==> src/rtl/spi_rspndr_if.sv <==
// spi_rspndr_if: SPI pins plus host-side rx/tx bundle for spi_rspndr.
// slave: responder side; master: SPI master / host side. MISO_oe only with SPI_RSPNDR_MISO_OE_EN.
interface spi_rspndr_if #(
  parameter int WIDTH = 16
);
  logic             SS_n;
  logic             SCLK;
  logic             MOSI;
  logic             MISO;
`ifdef SPI_RSPNDR_MISO_OE_EN
  logic             MISO_oe;
`endif
  logic [WIDTH-1:0] tx_data;
  logic             wrt_tx;
  logic [WIDTH-1:0] rx_data;
  logic             rdy;
  logic             clr_rdy;
  logic             err;

  modport slave (
    input  SS_n,
    input  SCLK,
    input  MOSI,
    input  tx_data,
    input  wrt_tx,
    input  clr_rdy,
`ifdef SPI_RSPNDR_MISO_OE_EN
    output MISO_oe,
`endif
    output MISO,
    output rx_data,
    output rdy,
    output err
  );

  modport master (
    output SS_n,
    output SCLK,
    output MOSI,
    output tx_data,
    output wrt_tx,
    output clr_rdy,
`ifdef SPI_RSPNDR_MISO_OE_EN
    input  MISO_oe,
`endif
    input  MISO,
    input  rx_data,
    input  rdy,
    input  err
  );
endinterface

==> src/rtl/spi_rspndr.sv <==
// spi_rspndr: oversampled SPI responder; clk/rst plain, SPI pins + rx/tx host bus on bus (slave).
// Receives WIDTH-bit frames MSB first, returns a host-loaded word; optional MISO_oe via SPI_RSPNDR_MISO_OE_EN.
module spi_rspndr #(
  parameter int WIDTH = 16
) (
  input  logic     clk,
  input  logic     rst,
  spi_rspndr_if.slave bus
);

  typedef enum logic [1:0] {
    WAIT_HI,
    IDLE,
    SHIFT
  } state_t;

  state_t           state_q, state_d;
  logic             ss_s1_q, ss_s2_q, ss_h_q;
  logic             sck_s1_q, sck_s2_q, sck_h_q;
  logic             mosi_s1_q, mosi_s2_q;
  logic [1:0]       prime_q, prime_d;
  logic [WIDTH-1:0] tx_buf_q, tx_buf_d;
  logic [WIDTH-1:0] tx_sh_q, tx_sh_d;
  logic [WIDTH-1:0] rx_sh_q, rx_sh_d;
  logic [WIDTH-1:0] rx_q, rx_d;
  logic [4:0]       cnt_q, cnt_d;
  logic             first_q, first_d;
  logic             miso_q, miso_d;
  logic             rdy_q, rdy_d;
  logic             err_q, err_d;
  logic [WIDTH-1:0] ld_val;

  logic ss_fall, ss_rise, sck_rise, sck_fall;

  assign ss_fall  =  ss_h_q & ~ss_s2_q;
  assign ss_rise  = ~ss_h_q &  ss_s2_q;
  assign sck_rise = ~sck_h_q &  sck_s2_q;
  assign sck_fall =  sck_h_q & ~sck_s2_q;
  assign ld_val   = bus.wrt_tx ? bus.tx_data : tx_buf_q;

  always_ff @(posedge clk) begin
    if (rst) begin
      ss_s1_q   <= 1'b1;
      ss_s2_q   <= 1'b1;
      ss_h_q    <= 1'b1;
      sck_s1_q  <= 1'b1;
      sck_s2_q  <= 1'b1;
      sck_h_q   <= 1'b1;
      mosi_s1_q <= 1'b1;
      mosi_s2_q <= 1'b1;
    end else begin
      ss_s1_q   <= bus.SS_n;
      ss_s2_q   <= ss_s1_q;
      ss_h_q    <= ss_s2_q;
      sck_s1_q  <= bus.SCLK;
      sck_s2_q  <= sck_s1_q;
      sck_h_q   <= sck_s2_q;
      mosi_s1_q <= bus.MOSI;
      mosi_s2_q <= mosi_s1_q;
    end
  end

  always_ff @(posedge clk) begin
    if (rst) begin
      state_q  <= WAIT_HI;
      prime_q  <= 2'd0;
      tx_buf_q <= '0;
      tx_sh_q  <= '0;
      rx_sh_q  <= '0;
      rx_q     <= '0;
      cnt_q    <= 5'd0;
      first_q  <= 1'b0;
      miso_q   <= 1'b0;
      rdy_q    <= 1'b0;
      err_q    <= 1'b0;
    end else begin
      state_q  <= state_d;
      prime_q  <= prime_d;
      tx_buf_q <= tx_buf_d;
      tx_sh_q  <= tx_sh_d;
      rx_sh_q  <= rx_sh_d;
      rx_q     <= rx_d;
      cnt_q    <= cnt_d;
      first_q  <= first_d;
      miso_q   <= miso_d;
      rdy_q    <= rdy_d;
      err_q    <= err_d;
    end
  end

  always_comb begin
    state_d  = state_q;
    prime_d  = (prime_q == 2'd2) ? prime_q : prime_q + 2'd1;
    tx_buf_d = ld_val;
    tx_sh_d  = tx_sh_q;
    rx_sh_d  = rx_sh_q;
    rx_d     = rx_q;
    cnt_d    = cnt_q;
    first_d  = first_q;
    miso_d   = miso_q;
    rdy_d    = bus.clr_rdy ? 1'b0 : rdy_q;
    err_d    = 1'b0;
    unique case (state_q)
      WAIT_HI: begin
        // The sync chain holds its reset value for two clocks;
        // only trust synced SS_n once it reflects the pin.
        if (prime_q == 2'd2 && ss_s2_q)
          state_d = IDLE;
      end
      IDLE: begin
        if (ss_fall) begin
          tx_sh_d = ld_val;
          miso_d  = ld_val[WIDTH-1];
          cnt_d   = 5'd0;
          rdy_d   = 1'b0;
          first_d = 1'b1;
          state_d = SHIFT;
        end
      end
      SHIFT: begin
        if (ss_rise) begin
          if (cnt_q == 5'(WIDTH)) begin
            rx_d  = rx_sh_q;
            rdy_d = 1'b1;
          end else begin
            err_d = 1'b1;
          end
          state_d = IDLE;
        end else if (sck_rise) begin
          rx_sh_d = {rx_sh_q[WIDTH-2:0], mosi_s2_q};
          cnt_d   = (cnt_q == 5'd31) ? cnt_q : cnt_q + 5'd1;
        end else if (sck_fall) begin
          if (first_q) begin
            first_d = 1'b0;
          end else begin
            tx_sh_d = {tx_sh_q[WIDTH-2:0], 1'b0};
            miso_d  = tx_sh_q[WIDTH-2];
          end
        end
      end
      default: state_d = WAIT_HI;
    endcase
  end

`ifdef SPI_RSPNDR_MISO_OE_EN
  assign bus.MISO_oe = (state_q == SHIFT);
  assign bus.MISO    = bus.MISO_oe & miso_q;
`else
  assign bus.MISO    = miso_q;
`endif
  assign bus.rx_data = rx_q;
  assign bus.rdy     = rdy_q;
  assign bus.err     = err_q;

endmodule
==> src/flat_wrapper.sv <==
// flat-port wrapper written by rule: the top's interface ports become plain ports
module spi_rspndr_flat 
#(
  parameter int WIDTH = 16
)
  (clk, rst, bus_SS_n, bus_SCLK, bus_MOSI, bus_tx_data, bus_wrt_tx, bus_clr_rdy, bus_MISO, bus_rx_data, bus_rdy, bus_err);
  spi_rspndr_if #(.WIDTH(WIDTH)) bus_i ();
  input  logic clk;
  input  logic rst;
  input wire logic [$bits(bus_i.SS_n)-1:0] bus_SS_n;
  input wire logic [$bits(bus_i.SCLK)-1:0] bus_SCLK;
  input wire logic [$bits(bus_i.MOSI)-1:0] bus_MOSI;
  input wire logic [$bits(bus_i.tx_data)-1:0] bus_tx_data;
  input wire logic [$bits(bus_i.wrt_tx)-1:0] bus_wrt_tx;
  input wire logic [$bits(bus_i.clr_rdy)-1:0] bus_clr_rdy;
  output wire logic [$bits(bus_i.MISO)-1:0] bus_MISO;
  output wire logic [$bits(bus_i.rx_data)-1:0] bus_rx_data;
  output wire logic [$bits(bus_i.rdy)-1:0] bus_rdy;
  output wire logic [$bits(bus_i.err)-1:0] bus_err;
  assign bus_i.SS_n = bus_SS_n;
  assign bus_i.SCLK = bus_SCLK;
  assign bus_i.MOSI = bus_MOSI;
  assign bus_i.tx_data = bus_tx_data;
  assign bus_i.wrt_tx = bus_wrt_tx;
  assign bus_i.clr_rdy = bus_clr_rdy;
  assign bus_MISO = bus_i.MISO;
  assign bus_rx_data = bus_i.rx_data;
  assign bus_rdy = bus_i.rdy;
  assign bus_err = bus_i.err;
  spi_rspndr #(.WIDTH(WIDTH)) u_core (.clk(clk), .rst(rst), .bus(bus_i));
endmodule
==> config.mk <==
export PLATFORM = sky130hd
export DESIGN_NAME = spi_rspndr_flat
export DESIGN_NICKNAME = d
export VERILOG_FILES = /design/src/rtl/spi_rspndr_if.sv /design/src/rtl/spi_rspndr.sv /design/src/flat_wrapper.sv
export SDC_FILE = /design/constraint.sdc
export NUM_CORES = 1
export LEC_CHECK = 0
export BUFFER_PORTS_ARGS = -buffer_cell sky130_fd_sc_hd__buf_2
export CORE_ASPECT_RATIO = 0.5
export CORE_MARGIN = 2
export CORE_UTILIZATION = 50
export DETAILED_ROUTE_END_ITERATION = 10
export PLACE_DENSITY = 0.69
export SLEW_MARGIN = 10
export SYNTH_ARGS = -nofsm -noshare
export SYNTH_HDL_FRONTEND = slang
export SYNTH_SLANG_ARGS = --single-unit
==> constraint.sdc <==
create_clock -name clk -period 2.3 [get_ports clk]
set_input_delay 0.46 -clock clk [delete_from_list [all_inputs] [get_ports clk]]
set_output_delay 0.46 -clock clk [all_outputs]
set_load 0.01 [all_outputs]
==> load_flow_metrics.sql <==
INSERT INTO impl_metrics (metric_group, metric, value, unit) VALUES
('power_and_ir_drop', 'power.density', '855', 'nW/um2'),
('worst_setup_path', 'nature_of_the_critical_path_startpoint', 'flip-flop', ''),
('synthesis', 'synth_area_per_cell', '9.21', 'um2'),
('placement', 'detailed_place.area', '3700', 'um2'),
('worst_setup_path', 'r2r_setup_slack', '230', 'ps'),
('hold_path', 'min-delay-path-class', 'in -> reg', ''),
('synthesis', 'ys_async_sr_fraction', '0', '%'),
('worst_setup_path', 'cp-end-kind', 'flip-flop', ''),
('synthesis', 'yosys_register_bits', '84', ''),
('floorplanning', 'pin_count', '42', ''),
('worst_setup_path', 'timing.critical_path.slowest_stage_cell', 'or4_1', ''),
('worst_setup_path', 'critPathRequiredTime', '2560', 'ps'),
('floorplanning', 'total_core_area', '6620', 'um2'),
('synthesis', 'synth_top_family_by_area', 'simple AND/OR/NAND/NOR gates', ''),
('power_and_ir_drop', 'irDropWorstVdd', '0.000414', 'V'),
('detailed_routing', 'drt_drc_violations_left', '0', ''),
('sta', 'worst-slew-pin-transition', '503', 'ps'),
('sta', 'rsz0062_at_grt', 'false', ''),
('floorplanning', 'fp.dieArea', '7500', 'um2'),
('worst_setup_path', 'path_class', 'reg -> reg', ''),
('clocking', 'cts_resized', '0', ''),
('placement', 'io_buffers', '41', ''),
('sta', 'maxSlewHeadroom', '66.3', '%'),
('worst_setup_path', 'r2r-end', 'u_core.cnt_q[3]', ''),
('synthesis', 'synth_simple_gate_area_share', '17.2', '%'),
('synthesis', 'synth-compound-area-share', '11.7', '%'),
('grt', 'grt_pass1_vias', '2359', ''),
('synthesis', 'synth_ff_type', 'dfxtp_1', ''),
('placement', 'post-dp-hpwl', '4280', 'um'),
('grt', 'largest_net_degree_at_the_start_of_global_routing', '43', ''),
('grt', 'grt_overflow_total', '0', ''),
('worst_setup_path', 'worst_setup_path_startpoint', 'u_core.cnt_q[0]', ''),
('hold_path', 'hold-path-cell-count', '2', ''),
('synthesis', 'synth_mux_area_share', '14.5', '%'),
('synthesis', 'xor_xnor_cell_area_share_of_the_yosys_netlist', '0.258', '%'),
('worst_setup_path', 'crit_path_frequent_cell', 'ha_1', ''),
('floorplanning', 'num_rows', '21', ''),
('detailed_routing', 'vias_per_cell', '5.20', ''),
('status', 'run_status', 'complete, no violations', ''),
('finish', 'fillCellCount', '604', ''),
('sta', 'fin_crit_sh', '89.9', '%'),
('finish', 'fin_nets', '438', ''),
('sta', 'finalHoldViolCount', '0', ''),
('grt', 'grt_antenna_before_repair', '0', ''),
('synthesis', 'yosys.area_share.adder', '2.95', '%'),
('clocking', 'tritoncts', 'yes', ''),
('finish', 'diodes', '0', ''),
('worst_setup_path', 'setup.worst_path.end', 'u_core.cnt_q[3]', ''),
('sta', 'worst_hold_check_slack', '303', 'ps'),
('sta', 'finalClockSkew', '3.50', 'ps'),
('clocking', 'worst_setup_hold_path_clk_slew', '60', 'ps'),
('synthesis', 'syn-cell-area', '3390', 'um2'),
('worst_setup_path', 'critPathMaxStageDelay', '480', 'ps'),
('floorplanning', 'die_x', '120', 'um'),
('flow_run', 'cap_viol_max_count', '0', ''),
('floorplanning', 'die-height', '62.2', 'um'),
('sta', 'finalSetupViolations', '0', ''),
('clocking', 'cts_made_buffers', '9', ''),
('worst_setup_path', 'path_cells', 'ha_1, and3_1, ha_1, o31a_1, or4_1, a211oi_1', ''),
('detailed_routing', 'routed_wirelength', '6510', 'um'),
('synthesis', 'syn-num-nets', '399', ''),
('clocking', 'postCtsHoldBufs', '0', ''),
('placement', 'gp_congestion', '0.847', ''),
('sta', 'final_max_slew_viol_count', '0', ''),
('worst_setup_path', 'cp_data_arrival_time', '2320', 'ps'),
('worst_setup_path', 'critical_path.reg2reg.startpoint', 'u_core.cnt_q[0]', ''),
('detailed_routing', 'routed_wire_length_per_instance', '12.9', 'um'),
('worst_setup_path', 'critical_path.max_fanout', '9', ''),
('clocking', 'root_buffer', 'clkbuf_16', ''),
('finish', 'design_area', '3990', 'um2'),
('detailed_routing', 'drt_iter0_markers', '220', '');
## stage by stage
| stage | worst slack (ps) | instances |
|---|---|---|
| floorplan | 339 | 368 |
| global route | 134 | 504 |
| CTS | 236 | 504 |
| detailed placement | 230 | 488 |
| finish | 232 | 504 |
| global placement | 296 | 488 |
## flip-flops by register name, indices dropped and copies added (netlist names), 2 cells and up
name,flops
u_core.cnt_q,5
u_core.rx_sh_q,16
u_core.prime_q,2
u_core.state_q,2
u_core.tx_sh_q,15
u_core.tx_buf_q,16
u_core.bus.rx_data,16
## synthesized netlist by cell type (7+ instances only)
cell type	n	area share [%]
dfxtp_1	84	50
nor2_1	54	6.0
mux2i_1	48	14
o21ai_0	35	5.2
nand2_1	22	2.4
a21oi_1	21	3.1
nand3_1	20	3.0
clkbuf_1	14	1.5
ha_1	8	3.0
or2_2	8	1.5
buf_2	7	1.0
inv_1	7	0.78
## layer usage
layer / up-vias / part of all wire (%) / GRT usage [%]
met1: 1219 / 49 / 24.2
met5: - / 0 / 0
met4: 0 / 1.5 / 6.98
met3: 11 / 5.3 / 6.25
met2: 50 / 44 / 28.0
li1: 1341 / - / -
## placed cells by master (no fill, tap or decap), types with 2 or more instances in the layout
master	netlist	final
a21oi_1	21	21
o31ai_1	2	2
clkinv_2	0	2
nand2b_1	3	3
mux2i_1	48	48
or3_1	2	2
a211oi_1	2	2
clkbuf_16	0	9
buf_2	7	41
or4_1	2	2
nor2_1	54	54
nand3b_1	2	2
nand3_1	20	20
or2_2	8	8
o31a_1	2	2
inv_1	7	7
nor3_1	2	2
nor2b_1	3	3
nand2_1	22	22
o21ai_0	35	35
ha_1	8	8
dfxtp_1	84	84
buf_4	1	9
and3_1	2	2
clkinv_4	0	2
## report_power, final
| part | switching, mW | total, mW | leakage (nW) | internal, mW |
|---|---|---|---|---|
| combinational | 0.228 | 0.393 | 1.02 | 0.165 |
| clock | 0.569 | 1.41 | 0.142 | 0.840 |
| sequential | 0.0578 | 1.61 | 0.683 | 1.56 |
## critical path, delay by kind of cell, from the launching register on
kind,cells,cell delay [ps]
AO/OA/AOI/OAI,2,600
flip-flops,1,340
AND/OR/NAND/NOR,2,660
adder cells (fa/ha/maj),2,380
## final cells by class
class                   count  area (um2)  share of cell area (%)
clock buffers              10         229                    5.73
well taps                  92         115                    2.88
flip-flops and latches     84        1680                    42.1
inverters                   8        30.0                   0.752
repair buffers             51         293                    7.33
clock inverters             6        65.1                    1.63
multi-input cells         253        1580                    39.6
## worst min-delay path by stage
stage,start,to
after global routing,bus_MOSI,u_core.mosi_s1_q
after detailed placement,u_core.ss_s1_q,u_core.ss_s2_q
after floorplan,u_core.mosi_s1_q,u_core.mosi_s2_q
after global placement,u_core.sck_s1_q,u_core.sck_s2_q
final,bus_MOSI,u_core.mosi_s1_q
after CTS,bus_MOSI,u_core.mosi_s1_q
## logic make-up after synthesis
group | after synthesis
AO/OA/AOI/OAI | 70
XOR/XNOR | 1
adder cells (fa/ha/maj) | 8
AND/OR/NAND/NOR | 125
multiplexers | 49
buffers and inverters | 31
flip-flops | 84
Power figures use the tool's default switching activity.
